===== config.mk =====
export PLATFORM = sky130hd
export DESIGN_NAME = act_led_ctrl_flat
export DESIGN_NICKNAME = d
export VERILOG_FILES = /design/src/rtl/act_led_ctrl_if.sv /design/src/rtl/act_led_ctrl.sv /design/src/flat_wrapper.sv
export SDC_FILE = /design/constraint.sdc
export NUM_CORES = 1
export LEC_CHECK = 0
export CAP_MARGIN = 25
export CORE_ASPECT_RATIO = 1.4
export CORE_MARGIN = 1.5
export CORE_UTILIZATION = 25
export CTS_CLUSTER_DIAMETER = 30
export DETAILED_ROUTE_END_ITERATION = 12
export SYNTH_ARGS = -nofsm -noshare
export SYNTH_HDL_FRONTEND = slang
export SYNTH_SLANG_ARGS = --single-unit

===== constraint.sdc =====
create_clock -name SYSCLK -period 2.5 [get_ports SYSCLK]
set_clock_uncertainty 0.2 [all_clocks]
set_input_delay 0.75 -clock SYSCLK [delete_from_list [all_inputs] [get_ports SYSCLK]]
set_output_delay 0.75 -clock SYSCLK [all_outputs]
set_load 0.02 [all_outputs]

===== src/rtl/act_led_ctrl_if.sv =====
// Bundles the SGPIO activity inputs, register controls and LED/status outputs of act_led_ctrl.
// The master side drives the stimulus; the slave side is the LED controller.
interface act_led_ctrl_if;
  logic [35:0] SGPIO_ACT1;
  logic [35:0] SGPIO_ACT2;
  logic        SGPIO_LD1;
  logic        SGPIO_LD2;
  logic [7:0]  CTRL;
  logic        LAMP_TEST_REQ;
  logic [71:0] ACT_LED_L;
  logic [1:0]  SGPIO_FAIL;
  logic        LAMP_TEST_BUSY;

  modport master (
    output SGPIO_ACT1, SGPIO_ACT2, SGPIO_LD1, SGPIO_LD2, CTRL, LAMP_TEST_REQ,
    input  ACT_LED_L, SGPIO_FAIL, LAMP_TEST_BUSY
  );

  modport slave (
    input  SGPIO_ACT1, SGPIO_ACT2, SGPIO_LD1, SGPIO_LD2, CTRL, LAMP_TEST_REQ,
    output ACT_LED_L, SGPIO_FAIL, LAMP_TEST_BUSY
  );
endinterface


===== src/rtl/act_led_ctrl.sv =====
// 72-drive activity LED controller: SGPIO pass-through with per-channel watchdog,
// per-channel force/blink modes, and a lamp-test sequencer that overrides everything.
module act_led_ctrl #(
  parameter int unsigned TICK_DIV   = 25000,
  parameter int unsigned TIMEOUT_MS = 100,
  parameter int unsigned BLINK_MS   = 250,
  parameter int unsigned STEP_MS    = 500,
  parameter int unsigned WALK_MS    = 20
) (
  input logic         SYSCLK,
  input logic         RESET_N,
  act_led_ctrl_if.slave sgpio
);

  localparam int unsigned TICK_W  = $clog2(TICK_DIV + 1);
  localparam int unsigned WD_W    = $clog2(TIMEOUT_MS + 1);
  localparam int unsigned BLINK_W = $clog2(BLINK_MS + 1);
  localparam int unsigned TMR_W   = $clog2(STEP_MS + WALK_MS + 1);

  localparam logic [1:0] S_IDLE    = 2'd0;
  localparam logic [1:0] S_ALL_ON  = 2'd1;
  localparam logic [1:0] S_ALL_OFF = 2'd2;
  localparam logic [1:0] S_WALK    = 2'd3;

  logic [TICK_W-1:0]  r_tick_cnt;
  logic               w_tick;
  logic [2:0]         r_ld1_sync;
  logic [2:0]         r_ld2_sync;
  logic [1:0]         w_ld_edge;
  logic [WD_W-1:0]    r_wd_cnt  [2];
  logic [WD_W-1:0]    w_wd_next [2];
  logic [1:0]         r_fail;
  logic [BLINK_W-1:0] r_blink_cnt;
  logic               r_blink;
  logic [1:0]         r_state;
  logic [1:0]         w_state_next;
  logic [TMR_W-1:0]   r_timer;
  logic [TMR_W-1:0]   w_timer_next;
  logic [6:0]         r_walk_idx;
  logic [6:0]         w_walk_next;
  logic [71:0]        w_led;
  logic [71:0]        r_led;
  logic               r_busy;
  logic               w_ctrl_unused;

  assign w_ctrl_unused = ^sgpio.CTRL[6:4];

  assign w_tick = (r_tick_cnt == TICK_W'(TICK_DIV - 1));

  always_ff @(posedge SYSCLK) begin
    if (!RESET_N) r_tick_cnt <= '0;
    else if (w_tick) r_tick_cnt <= '0;
    else r_tick_cnt <= r_tick_cnt + 1'b1;
  end

  // Stage 2 is the synchronized LD; stage 3 is its previous value for edge detect.
  always_ff @(posedge SYSCLK) begin
    if (!RESET_N) begin
      r_ld1_sync <= '0;
      r_ld2_sync <= '0;
    end else begin
      r_ld1_sync <= {r_ld1_sync[1:0], sgpio.SGPIO_LD1};
      r_ld2_sync <= {r_ld2_sync[1:0], sgpio.SGPIO_LD2};
    end
  end

  assign w_ld_edge[0] = r_ld1_sync[1] & ~r_ld1_sync[2];
  assign w_ld_edge[1] = r_ld2_sync[1] & ~r_ld2_sync[2];

  always_comb begin
    for (int unsigned n = 0; n < 2; n++) begin
      w_wd_next[n] = r_wd_cnt[n];
      if (w_ld_edge[n]) w_wd_next[n] = '0;
      else if (w_tick && (r_wd_cnt[n] != WD_W'(TIMEOUT_MS))) w_wd_next[n] = r_wd_cnt[n] + 1'b1;
    end
  end

  always_ff @(posedge SYSCLK) begin
    for (int unsigned n = 0; n < 2; n++) begin
      if (!RESET_N) begin
        r_wd_cnt[n] <= '0;
        r_fail[n]   <= 1'b0;
      end else begin
        r_wd_cnt[n] <= w_wd_next[n];
        r_fail[n]   <= (w_wd_next[n] == WD_W'(TIMEOUT_MS));
      end
    end
  end

  always_ff @(posedge SYSCLK) begin
    if (!RESET_N) begin
      r_blink_cnt <= '0;
      r_blink     <= 1'b0;
    end else if (w_tick) begin
      if (r_blink_cnt == BLINK_W'(BLINK_MS - 1)) begin
        r_blink_cnt <= '0;
        r_blink     <= ~r_blink;
      end else begin
        r_blink_cnt <= r_blink_cnt + 1'b1;
      end
    end
  end

  always_comb begin
    w_state_next = r_state;
    w_timer_next = r_timer;
    w_walk_next  = r_walk_idx;
    case (r_state)
      S_IDLE: if (sgpio.LAMP_TEST_REQ && !sgpio.CTRL[7]) begin
        w_state_next = S_ALL_ON;
        w_timer_next = '0;
      end
      S_ALL_ON: if (w_tick) begin
        if (r_timer == TMR_W'(STEP_MS - 1)) begin
          w_state_next = S_ALL_OFF;
          w_timer_next = '0;
        end else w_timer_next = r_timer + 1'b1;
      end
      S_ALL_OFF: if (w_tick) begin
        if (r_timer == TMR_W'(STEP_MS - 1)) begin
          w_state_next = S_WALK;
          w_timer_next = '0;
          w_walk_next  = '0;
        end else w_timer_next = r_timer + 1'b1;
      end
      default: if (w_tick) begin
        if (r_timer == TMR_W'(WALK_MS - 1)) begin
          w_timer_next = '0;
          if (r_walk_idx == 7'd71) w_state_next = S_IDLE;
          else w_walk_next = r_walk_idx + 1'b1;
        end else w_timer_next = r_timer + 1'b1;
      end
    endcase
    if ((r_state != S_IDLE) && sgpio.CTRL[7]) begin
      w_state_next = S_IDLE;
      w_timer_next = '0;
    end
  end

  always_ff @(posedge SYSCLK) begin
    if (!RESET_N) begin
      r_state    <= S_IDLE;
      r_timer    <= '0;
      r_walk_idx <= '0;
    end else begin
      r_state    <= w_state_next;
      r_timer    <= w_timer_next;
      r_walk_idx <= w_walk_next;
    end
  end

  // Drive d = 12g+k: even groups come from ch1, odd groups from ch2, bit 12*(g/2)+k.
  always_comb begin
    w_led = '1;
    for (int unsigned d = 0; d < 72; d++) begin
      case (((d / 12) % 2) == 1 ? sgpio.CTRL[3:2] : sgpio.CTRL[1:0])
        2'b00:   w_led[d] = ((d / 12) % 2) == 1
                          ? (r_fail[1] | sgpio.SGPIO_ACT2[12 * (d / 24) + d % 12])
                          : (r_fail[0] | sgpio.SGPIO_ACT1[12 * (d / 24) + d % 12]);
        2'b01:   w_led[d] = 1'b0;
        2'b10:   w_led[d] = 1'b1;
        default: w_led[d] = ~r_blink;
      endcase
      if (r_state == S_ALL_ON)  w_led[d] = 1'b0;
      if (r_state == S_ALL_OFF) w_led[d] = 1'b1;
      if (r_state == S_WALK)    w_led[d] = (r_walk_idx != 7'(d));
    end
  end

  always_ff @(posedge SYSCLK) begin
    if (!RESET_N) begin
      r_led  <= '1;
      r_busy <= 1'b0;
    end else begin
      r_led  <= w_led;
      r_busy <= (w_state_next != S_IDLE);
    end
  end

  assign sgpio.ACT_LED_L      = r_led;
  assign sgpio.SGPIO_FAIL     = r_fail;
  assign sgpio.LAMP_TEST_BUSY = r_busy;

endmodule


===== src/flat_wrapper.sv =====
// flat-port wrapper written by rule: the top's interface ports become plain ports
module act_led_ctrl_flat 
#(
  parameter int unsigned TICK_DIV   = 25000,
  parameter int unsigned TIMEOUT_MS = 100,
  parameter int unsigned BLINK_MS   = 250,
  parameter int unsigned STEP_MS    = 500,
  parameter int unsigned WALK_MS    = 20
)
  (SYSCLK, RESET_N, sgpio_SGPIO_ACT1, sgpio_SGPIO_ACT2, sgpio_SGPIO_LD1, sgpio_SGPIO_LD2, sgpio_CTRL, sgpio_LAMP_TEST_REQ, sgpio_ACT_LED_L, sgpio_SGPIO_FAIL, sgpio_LAMP_TEST_BUSY);
  act_led_ctrl_if sgpio_i ();
  input logic SYSCLK;
  input logic RESET_N;
  input wire logic [$bits(sgpio_i.SGPIO_ACT1)-1:0] sgpio_SGPIO_ACT1;
  input wire logic [$bits(sgpio_i.SGPIO_ACT2)-1:0] sgpio_SGPIO_ACT2;
  input wire logic [$bits(sgpio_i.SGPIO_LD1)-1:0] sgpio_SGPIO_LD1;
  input wire logic [$bits(sgpio_i.SGPIO_LD2)-1:0] sgpio_SGPIO_LD2;
  input wire logic [$bits(sgpio_i.CTRL)-1:0] sgpio_CTRL;
  input wire logic [$bits(sgpio_i.LAMP_TEST_REQ)-1:0] sgpio_LAMP_TEST_REQ;
  output wire logic [$bits(sgpio_i.ACT_LED_L)-1:0] sgpio_ACT_LED_L;
  output wire logic [$bits(sgpio_i.SGPIO_FAIL)-1:0] sgpio_SGPIO_FAIL;
  output wire logic [$bits(sgpio_i.LAMP_TEST_BUSY)-1:0] sgpio_LAMP_TEST_BUSY;
  assign sgpio_i.SGPIO_ACT1 = sgpio_SGPIO_ACT1;
  assign sgpio_i.SGPIO_ACT2 = sgpio_SGPIO_ACT2;
  assign sgpio_i.SGPIO_LD1 = sgpio_SGPIO_LD1;
  assign sgpio_i.SGPIO_LD2 = sgpio_SGPIO_LD2;
  assign sgpio_i.CTRL = sgpio_CTRL;
  assign sgpio_i.LAMP_TEST_REQ = sgpio_LAMP_TEST_REQ;
  assign sgpio_ACT_LED_L = sgpio_i.ACT_LED_L;
  assign sgpio_SGPIO_FAIL = sgpio_i.SGPIO_FAIL;
  assign sgpio_LAMP_TEST_BUSY = sgpio_i.LAMP_TEST_BUSY;
  act_led_ctrl #(.TICK_DIV(TICK_DIV), .TIMEOUT_MS(TIMEOUT_MS), .BLINK_MS(BLINK_MS), .STEP_MS(STEP_MS), .WALK_MS(WALK_MS)) u_core (.SYSCLK(SYSCLK), .RESET_N(RESET_N), .sgpio(sgpio_i));
endmodule

# --- After elaboration in Yosys (flattened, before gate mapping) ---
# Memory sizes are Yosys's and may differ from the RTL's.
# Cells that the tools add are included.
classes:
  add_sub_neg: 6
  n_eq_ne: 91
  mux: 319
  bitwise: 81
  reduce_logical: 20
op_table:
  columns: ["cell", "count"]
  rows:
  - ["$ne 7x6->1 const B", 32]
  - ["$mux 1", 218]
  - ["$pmux 1 s3", 72]
  - ["$ne 7x5->1 const B", 16]
  - ["$mux 7", 11]
  - ["$or 1x1->1", 74]
  - ["$ne 7x7->1 const B", 10]
  - ["$ne 7x4->1 const B", 8]
  - ["$mux 10", 5]
  - ["$ne 7x3->1 const B", 4]
  - ["$add 7x1->7 const B", 3]
  - ["$eq 7x7->1 const B", 3]
  - ["$pmux 10 s2", 1]
  - ["$mux 2", 9]
  - ["$add 15x1->15 const B", 1]
  - ["$eq 15x15->1 const B", 1]
  - ["$ne 7x2->1 const B", 2]
  - ["$pmux 7 s2", 1]
  - ["$add 10x1->10 const B", 1]
  - ["$eq 10x5->1 const B", 1]
  - ["$eq 10x9->1 const B", 1]
  - ["$add 8x1->8 const B", 1]
  - ["$eq 2x2->1 const B", 4]
  - ["$eq 8x8->1 const B", 1]
  - ["other kinds (17)", 37]
word_totals:
  register_bits: 124
  ramBits: 14
  in_bits: 85
  out_inout_bits: 75
  word_cells: 529
  mem_count: 1
memory_table:
  columns: ["memory", "depth", "width", "read_ports", "rd_clocked_by_memory_dff", "write_ports", "line_no", "text"]
  rows:
  - ["u_core.r_wd_cnt", 2, 7, 2, 0, 2, "act_led_ctrl.sv:30", "logic [WD_W-1:0] r_wd_cnt [2];"]

# --- Logic depth before layout (Yosys ltp) ---
# Gate-level depths: netlist of the first run.
depth:
  depth_word: 7
  ltp_mapped: 8
  depth_no_buf: 7

# --- Worst setup path after synthesis of the first run ---
# OpenSTA, ideal clock, no wires.
synth_path:
  path_kind: "register -> register"
  from: "register u_core.r_tick_cnt[0]"
  to: "register u_core.r_fail[1], in the netlist u_core.sgpio.SGPIO_FAIL[1]"
  setup_ns: 0.087
  arrival_ns: 2.121
  t_required_ns: 2.213
  slack_ns: 0.092
  path_stages_with_launch: 7
  path_buffers: 0
  period_less_slack_ns: 2.408
  path_cell_list: "dfxtp_1 -> ha_1 -> and4_1 -> nand4_4 -> or4b_1 -> a221o_1 -> nor4b_2"
synth_via:
  elab_chain_cells: 5
synth_rtl:
  columns: ["item", "line_no", "text"]
  rows:
  - ["from (decl)", "act_led_ctrl.sv:25", "logic [TICK_W-1:0] r_tick_cnt;"]
  - ["from (signal assigned)", "act_led_ctrl.sv:53", "else r_tick_cnt <= r_tick_cnt + 1'b1;"]
  - ["$eq 15x15->1", "act_led_ctrl.sv:48", "assign w_tick = (r_tick_cnt == TICK_W'(TICK_DIV - 1));"]
  - ["$logic_and 1x1->1", "act_led_ctrl.sv:74", "else if (w_tick && (r_wd_cnt[n] != WD_W'(TIMEOUT_MS))) w_wd_next[n] = r_wd_cnt[n] + 1'b1;"]
  - ["$mux 7", "act_led_ctrl.sv:74", null]
  - ["$mux 7", "act_led_ctrl.sv:73", "if (w_ld_edge[n]) w_wd_next[n] = '0;"]
  - ["$eq 7x7->1", "act_led_ctrl.sv:85", "r_fail[n] <= (w_wd_next[n] == WD_W'(TIMEOUT_MS));"]
  - ["to (signal, indexed assignment)", "act_led_ctrl.sv:85", null]
  - ["to (decl)", "act_led_ctrl.sv:32", "logic [1:0] r_fail;"]
# Every way passes these cells.
# A chain may end at the register's enable or synchronous reset.

# --- Worst setup path in the final report of the first run ---
# Same ends and word-level chain as after synthesis.

==> metrics, run 1 <==
outcome=complete, no violations; delay-heaviest family, CP=simple AND/OR/NAND/NOR gates; Net Sw Frac=0.242; syn nets=1,000; global route overflow=0; worst path cell trace=ha_1 > and4_2 > nand4_4 > or4b_1 > a221o_1 > nor4b_2; Synth cell types=61; largest cells by area after synthesis=dfxtp_1 41%, o21ai_0 12%, nor2_1 11%; worst r2r dst=u_core.sgpio.SGPIO_FAIL[1]$_SDFF_PN0_; area of the multi-input gates=3730 um2; Placer Congestion=0.807; first-pass GRT wire length=35,400 um; Tightest Pin Transition=0.679 ns; Num Clock Sinks=138; most common cell in the netlist=nor2_1; # rows=71; core area=26,700 um2; clock power share=0.466; most instantiated cells after synthesis=196 x nor2_1, 159 x o21ai_0, 138 x dfxtp_1, 90 x nand3_1, 60 x clkbuf_1; DP HPWL=15,600 um; Slew Limit Fails=0; CTS buffer count=17; grt met3 use=0.0347; Arr. time, crit path=2.51 ns; Clk pin slew, worst setup/hold paths=0.06 ns; min-delay src=u_core.r_ld1_sync[0]$_SDFF_PN0_; Worst Hold Depth=1; placed inst area=8930 um2; Ys Warns=0; Seq/Total Area, Yosys=0.409; Post-CTS Setup Bufs=0; FMAX=422 MHz; switching power=1.40 mW; DRT Pass-1 Iters=5; startpoint types=flip-flop; clk_lat worst skew=0.42 ns; post-CTS sizing=0; post-synth top area share=0.409; gr usage total=0.162; crit path kind=reg -> reg; Die W=142 um; Post-synth top flop=dfxtp_1; Pwr Density=603 nW/um2; Chip Height=198 um; port buffer count=156; CTS root buf=clkbuf_16; largest fanout on the critical path=4; Starting Density=0.253; reg2reg setup slack=0.13 ns; Area Overhead vs Synth=41.7%; Final Cycle Share=0.948; Setup TNS=0 ns; Max H-tree Level=4; via/cell ratio=4.75; nets=1,147; initial antenna violation count=1; Worst Hold Path EP=u_core.r_ld1_sync[1]$_SDFF_PN0_; Reg power frac=0.404; Worst R2R Path Depth=6; Largest stage delay, worst path=0.52 ns; share of synthesized registers carrying an async set or reset=0; Residual DRC=0; CTS tree=yes; I/O pin total=160; Antenna Nets Post-Route=0; drt total wl=22,300 um; Peak VDD IR=434 uV; Critical-path top delay cell=or4b_1; Seq cells post-synth=138; Most Used Layer, Global Route=met2; Logic pwr share=0.130; max-capacitance violation count=0; Post-Syn Area per Cell=7.53 um2; clock buffer depth=2; M2 GR Usage=0.295; Post-CTS Hold Fix Bufs=0; Pwr Total=5.78 mW; GR Util met1=0.179; largest net degree at the start of global routing=75; Max-slew headroom=0.546; cell taking the most area after synthesis=dfxtp_1; Final Hold Viols=0; P_leak=3.58 nW; vias in the first global route=6,701; Hold Crit Class=reg -> reg; RR Startpoint=u_core.r_tick_cnt[0]$_SDFF_PP0_; DR iter-0 viols=487; worst hold slack=0.233 ns; number of synthesized flops with an enable pin=0; Int Power=4.38 mW; Post-Syn Area=6760 um2; fillcell total=2,801; Worst EP required=2.64 ns; cells after synthesis=898; Final Cell Area=9580 um2; die area=28,100 um2; register area=2760 um2; minimum clock period=2.37 ns; worst path bufs/invs=0; drt wl/cell=15.7 um; total vias in the final route=6,757; share of cells above drive strength 1=0.0841; critical path endpoint category=flip-flop; final-report setup violation count=0
## metrics by stage
| step | cells | utilization | setup WS [ns] |
|---|---|---|---|
| global placement | 1391 | 0.334 | 0.0286 |
| CTS | 1423 | 0.358 | 0.0856 |
| floorplan | 898 | - | 0.0921 |
| global route | 1424 | 0.358 | -0.00420 |
| detailed placement | 1391 | 0.334 | 0.0247 |
| finish | 1424 | 0.358 | 0.131 |
## area by class of cell
type,instances,share of cell area
Sequential cell,138,0.288
Antenna cell,1,0.000261
Inverter,17,0.00666
Timing Repair Buffer,193,0.201
Tap cell,365,0.0477
Multi-Input combinational cell,678,0.390
Clock inverter,10,0.0145
Clock buffer,22,0.0516
## cell families (layout without fill, tap and decap cells)
kind of cell / after synthesis / count (layout) / synth area share
AO/OA/AOI/OAI: 203 / 203 / 0.165
XOR/XNOR: 42 / 42 / 0.0544
adder cells (fa/ha/maj): 17 / 17 / 0.0315
buffers and inverters: 82 / 242 / 0.0457
flip-flops: 138 / 138 / 0.409
multiplexers: 3 / 3 / 0.00463
other: 0 / 1 / 0
AND/OR/NAND/NOR: 413 / 413 / 0.290
## per-layer routing
layer / vias to the layer above / routed length (um)
met1: 3174 / 8860
met3: 31 / 1020
met2: 184 / 11900
met4: 0 / 537
li1: 3368 / -
met5: - / 0
## registers in the layout, summed over array words and instances, names as in the netlist
signal,flops
u_core.r_blink,1
u_core.r_ld1_sync,3
u_core.r_blink_cnt,8
u_core.sgpio.SGPIO_FAIL,2
u_core.sgpio.ACT_LED_L,72
u_core.r_ld2_sync,3
u_core.r_state,2
u_core.r_walk_idx,7
u_core.sgpio.LAMP_TEST_BUSY,1
u_core.r_wd_cnt,14
u_core.r_timer,10
u_core.r_tick_cnt,15
## power by group through the flow
stage / Clock [mW] / Sequential [mW] / Combinational (mW)
3_5_place_dp: 0 / 2.38 / 0.754
5_1_grt: 2.85 / 2.34 / 0.818
6_report: 2.69 / 2.33 / 0.753
2_1_floorplan: 0 / 2.49 / 0.233
3_3_place_gp: 0 / 2.38 / 0.753
4_1_cts: 2.76 / 2.33 / 0.758
## placed cells by master, fill, tap and decap left out, drive strengths merged, types with 3 or more instances in the layout
cell	count
nor3	12
buf	37
or3	4
nand2	41
nand2b	5
o21ai	160
and3	10
a41oi	3
nand4	13
ha	17
bufinv	3
nor2b	6
clkdlybuf4s50	156
clkbuf	22
xor2	25
and4	4
a31oi	4
a21boi	3
and2	11
nand3b	4
clkinvlp	4
o211ai	5
a21oi	10
nand3	90
nor4	4
nor2	196
clkinv	3
xnor2	17
dfxtp	138
inv	17
## how the worst max path moves through the flow
stage	startpoint	depth (start not counted)	to
after floorplan	u_core.r_tick_cnt[0]$_SDFF_PP0_	6	u_core.sgpio.SGPIO_FAIL[1]$_SDFF_PN0_
after global placement	RESET_N	7	u_core.r_walk_idx[3]$_SDFFE_PN0P_
after detailed placement	RESET_N	7	u_core.r_walk_idx[3]$_SDFFE_PN0P_
after CTS	u_core.sgpio.SGPIO_FAIL[1]$_SDFF_PN0_	1	sgpio_SGPIO_FAIL[1]
after global routing	u_core.r_timer[1]$_SDFFE_PP0P_	6	u_core.r_walk_idx[5]$_SDFFE_PN0P_
final	u_core.r_tick_cnt[0]$_SDFF_PP0_	6	u_core.sgpio.SGPIO_FAIL[1]$_SDFF_PN0_
## worst reg2reg max path: stages, from the launching register on
cell and delay (ns):
dfxtp_1 0.33, ha_1 0.19, and4_2 0.30, nand4_4 0.14
or4b_1 0.52, a221o_1 0.37, nor4b_2 0.23
Power figures use the tool's default switching activity.
==> run 2: changes to the inputs <==
--- a/config.mk
+++ b/config.mk
@@ -7,10 +7,11 @@
 export LEC_CHECK = 0
 export CAP_MARGIN = 25
 export CORE_ASPECT_RATIO = 1.4
-export CORE_MARGIN = 1.5
+export CORE_MARGIN = 3
 export CORE_UTILIZATION = 25
 export CTS_CLUSTER_DIAMETER = 30
 export DETAILED_ROUTE_END_ITERATION = 12
+export SLEW_MARGIN = 30
 export SYNTH_ARGS = -nofsm -noshare
 export SYNTH_HDL_FRONTEND = slang
 export SYNTH_SLANG_ARGS = --single-unit
==> run 2 against run 1 <==
First-iteration DRC count fell by 12%; setup slack worse by 0.026 ns; critical path depth down 5; sequential power hardly changed; fmax down 1.1%; worst hold slack got worse by 0.00056 ns.
==> metrics, run 2 (synthesis results as in run 1) <==
CTS root buf=clkbuf_16; RR Startpoint=u_core.r_tick_cnt[1]$_SDFF_PP0_; Placer Congestion=0.834 (+3.4%); Max-slew headroom=0.606 (+0.0596); Post-CTS Hold Fix Bufs=0 (unchanged); clock buffer depth=2 (unchanged); Pwr Density=587 nW/um2 (-2.6%); first-pass GRT wire length=35,900 um (+1.6%); Die W=145 um (+2.1%); critical path endpoint category=output port; Residual DRC=0 (unchanged); Num Clock Sinks=138 (unchanged); outcome=complete, no violations; drt total wl=22,400 um (+0.30%); commonest non-fill, non-tap cell in the layout=nor2_1; DRT Pass-1 Iters=5 (unchanged); Final Cell Area=9590 um2 (about the same); cell count along the critical path=1 (-5); Setup TNS=0 ns (unchanged); core area=26,400 um2 (-1.4%); Pwr Total=5.63 mW (-2.6%); share of cells above drive strength 1=0.0921 (+0.00798); met3 wire length=963 um (-5.7%); post-place setup slack=0.0226 ns (-0.00208 ns); max-capacitance violation count=0 (unchanged); Largest stage delay, worst path=0.63 ns (+0.11 ns); Worst R2R Path Depth=6 (unchanged); worst r2r dst=u_core.sgpio.SGPIO_FAIL[1]$_SDFF_PN0_; nets=1,153 (+0.52%); die area=29,100 um2 (+3.7%); I/O pin total=160 (unchanged); Area Overhead vs Synth=41.8% (about the same); largest net degree at the start of global routing=50 (-33%); Final Core Density=0.364 (+0.00536); Arr. time, crit path=1.44 ns (-1.07 ns); final-report setup violation count=0 (unchanged); port buffer count=156 (unchanged); Antenna Nets Post-Route=0 (unchanged); antenna cells=0 (-1); P_leak=3.58 nW (+0.19%); wire length on met2=11,700 um (-2.1%); Crit. Startpoint=u_core.sgpio.SGPIO_FAIL[1]$_SDFF_PN0_; FMAX=418 MHz (-1.1%); worst path bufs/invs=1 (+1); delay-heaviest family, CP=buffers and inverters; vias in the first global route=6,616 (-1.3%); worst path cell trace=clkdlybuf4s50_1; non-filler cells in the finished layout=1,424 (unchanged); Starting Density=0.256 (+0.00361); Clk pin slew, worst setup/hold paths=0.06 ns (about the same); reg2reg setup slack=0.14 ns (about the same); total vias in the final route=6,785 (+0.41%); drt wl/cell=15.7 um (+0.30%); via/cell ratio=4.76 (+0.41%); M1 WL=9090 um (+2.6%); max reg flops=72 (unchanged); total placed cells including tap cells=1,389 (-0.14%); minimum clock period=2.39 ns (+0.0257 ns); # rows=70 (-1.4%); crit path kind=reg -> out; DP HPWL=16,200 um (+4.2%); Slew Limit Fails=0 (unchanged); startpoint types=flip-flop; global route overflow=0 (unchanged); DR iter-0 viols=428 (-12%); placed inst area=8940 um2 (+0.18%); Final Hold Viols=0 (unchanged); Worst EP required=1.55 ns (-1.09 ns); Final Cycle Share=0.958 (+0.0103); Hold Crit Class=reg -> reg; max layer used=met4; Peak VDD IR=387 uV (-11%); Chip Height=201 um (+1.5%); worst hold slack=0.233 ns (-0.000564 ns); Critical-path top delay cell=clkdlybuf4s50_1; slack of the critical path=0.105 ns (-0.0257 ns); CTS tree=yes; Tightest Pin Transition=0.590 ns (-0.0897 ns); Max H-tree Level=4 (unchanged); largest fanout on the critical path=2 (-2); CP Capture Point=sgpio_SGPIO_FAIL[1]; initial antenna violation count=0 (-1); clk_lat worst skew=0.42 ns (about the same); CTS buffer count=17 (unchanged); gr usage total=0.152 (-0.00990); most frequent cells in the layout=195 x nor2_1, 159 x o21ai_0, 156 x clkdlybuf4s50_1
[run 2: area by class of cell]
cell class | instances | area, um2
clock buffers | 19 | 453
clock inverters | 13 | 143
fillers | 2727 | 16800
inverters | 17 | 63.8
multi-input cells | 678 | 3740
flip-flops and latches | 138 | 2760
well taps | 360 | 450
repair buffers | 199 | 1970
[run 2: power by group]
part	internal [mW]	total (mW)	switching [mW]
Clock	1.53	2.54	1.02
Combinational	0.385	0.753	0.368
Sequential	2.30	2.33	0.0344
Total	4.21	5.63	1.42
[run 2: what timing repair did]
action / in CTS / in global routing
buffers inserted: 0 / 3
setup endpoints to repair: 0 / 3
gates resized for setup: 0 / 7
[run 2: how the worst min path moves through the flow]
stage	startpoint	to	cells past startpoint
global placement	u_core.r_ld1_sync[0]$_SDFF_PN0_	u_core.r_ld1_sync[1]$_SDFF_PN0_	1
floorplan	u_core.r_ld1_sync[0]$_SDFF_PN0_	u_core.r_ld1_sync[1]$_SDFF_PN0_	1
finish	u_core.r_ld1_sync[0]$_SDFF_PN0_	u_core.r_ld1_sync[1]$_SDFF_PN0_	1
CTS	u_core.r_ld2_sync[0]$_SDFF_PN0_	u_core.r_ld2_sync[1]$_SDFF_PN0_	1
global route	u_core.r_ld1_sync[0]$_SDFF_PN0_	u_core.r_ld1_sync[1]$_SDFF_PN0_	1
detailed placement	u_core.r_ld2_sync[0]$_SDFF_PN0_	u_core.r_ld2_sync[1]$_SDFF_PN0_	1
[run 2: layer usage]
layer,GRT usage,up-vias
li1,-,3369
met1,0.173,3189
met2,0.276,190
met3,0.0327,37
met4,0.0642,0
met5,0,-
==> RTL change (flow settings as in run 2) <==
Reset style: asynchronous (`RESET_N`), changed in 5 clocked blocks.
--- a/src/rtl/act_led_ctrl.sv
+++ b/src/rtl/act_led_ctrl.sv
@@ -47,14 +47,14 @@
 
   assign w_tick = (r_tick_cnt == TICK_W'(TICK_DIV - 1));
 
-  always_ff @(posedge SYSCLK) begin
+  always_ff @(posedge SYSCLK or negedge RESET_N) begin
     if (!RESET_N) r_tick_cnt <= '0;
     else if (w_tick) r_tick_cnt <= '0;
     else r_tick_cnt <= r_tick_cnt + 1'b1;
   end
 
   // Stage 2 is the synchronized LD; stage 3 is its previous value for edge detect.
-  always_ff @(posedge SYSCLK) begin
+  always_ff @(posedge SYSCLK or negedge RESET_N) begin
     if (!RESET_N) begin
       r_ld1_sync <= '0;
       r_ld2_sync <= '0;
@@ -87,7 +87,7 @@
     end
   end
 
-  always_ff @(posedge SYSCLK) begin
+  always_ff @(posedge SYSCLK or negedge RESET_N) begin
     if (!RESET_N) begin
       r_blink_cnt <= '0;
       r_blink     <= 1'b0;
@@ -137,7 +137,7 @@
     end
   end
 
-  always_ff @(posedge SYSCLK) begin
+  always_ff @(posedge SYSCLK or negedge RESET_N) begin
     if (!RESET_N) begin
       r_state    <= S_IDLE;
       r_timer    <= '0;
@@ -167,7 +167,7 @@
     end
   end
 
-  always_ff @(posedge SYSCLK) begin
+  always_ff @(posedge SYSCLK or negedge RESET_N) begin
     if (!RESET_N) begin
       r_led  <= '1;
       r_busy <= 1'b0;
Formal check against the unedited RTL: differs if RESET_N is asserted again (counterexample within 4 cycles, from zero or initial values and one cycle with RESET_N low); with RESET_N held inactive, the same outputs for 10 cycles.
==> RTL change against run 2 <==
  * The flow now finishes with violations (setup timing)
  * Die area grew 8.9%
  * Largest cell class unchanged
  * Register-to-register slack lost 0.43 ns
  * Hold slack lost 0.086 ns
  * Final area grew 9.1%
  * Setup slack lost 0.40 ns
  * Area after synthesis grew 9.2%
  * First-iteration DRC count shrank 32%
  * Sequential cell count is the same
  * Critical endpoint is now u_core.r_walk_idx[6]
  * Routed wire length grew 6.2%
Power is not compared: it rests on default switching activity, and its combinational part moved more than twofold at a synthesized area within 25%.
==> RTL change: results (changes against run 2) <==
Parameter                              Value

Cells and area
  Post-route standard cell area excluding fillers ... 10500 µm² (was 9590 µm²)
  Layout cell share with drive strength beyond 1 ... 0.208 (was 0.0921)
  NumNets Final ... 1059 (was 1153)
  Filler Cell Count ... 2895 (was 2727)

Setup path
  Launching instance or port of the critical path ... u_core.r_tick_cnt[9] (was u_core.sgpio.SGPIO_FAIL[1])
  Critical path type ... register to register (was register to primary output)
  Data arrival time at the worst-slack endpoint ... 2.92 ns (was 1.44 ns)
  CP max FO ... 7 (was 2)
  Logic depth of the worst register-to-register path ... 5 (was 6)

Route
  Via density ... 5.00 (was 4.76)

Status
  Violated checks ... setup timing
  Run status ... complete, but fails checks (was complete, no violations)

STA
  Final setup violation count ... 13 (was 0)
  Final total negative setup slack ... -2.30 ns (was 0 ns)
  Hold_ws ... 0.146 ns (was 0.233 ns)
  Final worst slack ... -0.292 ns (was 0.105 ns)
  Max-slew headroom at the worst pin ... 0.469 (was 0.606)

Place
  Placer's final routability congestion estimate ... 0.816 (was 0.834)
  Final HPWL DP ... 17100 µm (was 16200 µm)
  Area post-placement ... 9670 µm² (was 8940 µm²)

Global route
  Largest net degree at the start of global routing ... 75 (was 50)
  Via count of the first global-routing pass ... 6720 (was 6616)
  Wire length of the first global-routing pass ... 36900 µm (was 35900 µm)

Yosys
  Top FF cell, synth ... sky130_fd_sc_hd__dfstp_2 (was sky130_fd_sc_hd__dfxtp_1)
  Top cells by instance count after synthesis ... sky130_fd_sc_hd__a21oi_1, sky130_fd_sc_hd__dfstp_2, sky130_fd_sc_hd__o21bai_1, sky130_fd_sc_hd__clkbuf_1, sky130_fd_sc_hd__nor2_1 (was sky130_fd_sc_hd__nor2_1, sky130_fd_sc_hd__o21ai_0, sky130_fd_sc_hd__dfxtp_1, sky130_fd_sc_hd__nand3_1, sky130_fd_sc_hd__clkbuf_1)
  Async S/R FF share, synth ... 0.884 (was 0)
  Synthesized Nets ... 889 (was 1000)
  Synth cell types ... 66 (was 61)
  Most area-consuming cells after synthesis ... sky130_fd_sc_hd__dfstp_2, sky130_fd_sc_hd__dfrtp_1, sky130_fd_sc_hd__o21bai_1, sky130_fd_sc_hd__a21oi_1, sky130_fd_sc_hd__o22a_1 (was sky130_fd_sc_hd__dfxtp_1, sky130_fd_sc_hd__o21ai_0, sky130_fd_sc_hd__nor2_1, sky130_fd_sc_hd__nand3_1, sky130_fd_sc_hd__clkbuf_1)

Worst hold path
  Hold Crit Endpoint ... u_core.r_ld1_sync[1] (unchanged)
RTL change: metrics by stage:
stage | setup WS (ns) | std cells
2_1_floorplan | -0.626 | 787
3_3_place_gp | -0.467 | 1309
3_5_place_dp | -0.477 | 1309
4_1_cts | -0.283 | 1343
5_1_grt | -0.366 | 1345
6_report | -0.292 | 1346
RTL change: cell families (layout without fill, tap and decap cells):
logic type | after synthesis | after routing | share of synthesized area
buffers and inverters | 90 | 273 | 0.0464
adders and majority gates | 17 | 17 | 0.0288
DFF | 138 | 138 | 0.469
xor gates and xnor gates | 22 | 22 | 0.0261
AOI/OAI and AO/OA | 301 | 301 | 0.277
muxes | 1 | 1 | 0.00136
and+or+nand+nor | 218 | 218 | 0.152
other | 0 | 1 | 0
RTL change: cell type report:
cell class                 count  area share
clock inverter                13      0.0182
timing repair buffer         222       0.200
clock buffer                  19      0.0423
multi-input combinational    559       0.357
sequential                   138       0.331
antenna                        1    0.000239
inverter                      19     0.00682
tap                          375      0.0448
RTL change: per-layer routing:
metal | GRT usage | wire, µm | vias up
met1 | 0.171 | 9400 | 3272
met4 | 0.0447 | 444 | 2
met3 | 0.0354 | 1720 | 29
li1 | - | - | 3220
met5 | 0 | 20 | -
met2 | 0.262 | 12200 | 208
RTL change: repair_timing:
item | CTS | global route
resized for setup | 68 | 32
endpoints found under the setup margin | 67 | 42
setup buffers | 1 | 2
pin swaps | 7 | 3
hold buffers | 1 | 0
endpoints found under the hold margin | 3 | 0
RTL change: worst max-delay path, stage by stage (launching register included):
cell                       delay, ns
sky130_fd_sc_hd__dfrtp_1        0.38
sky130_fd_sc_hd__or4_4          0.54
sky130_fd_sc_hd__or4_4          0.45
sky130_fd_sc_hd__or3_4          0.34
sky130_fd_sc_hd__or4b_4         0.57
sky130_fd_sc_hd__o311ai_2       0.22
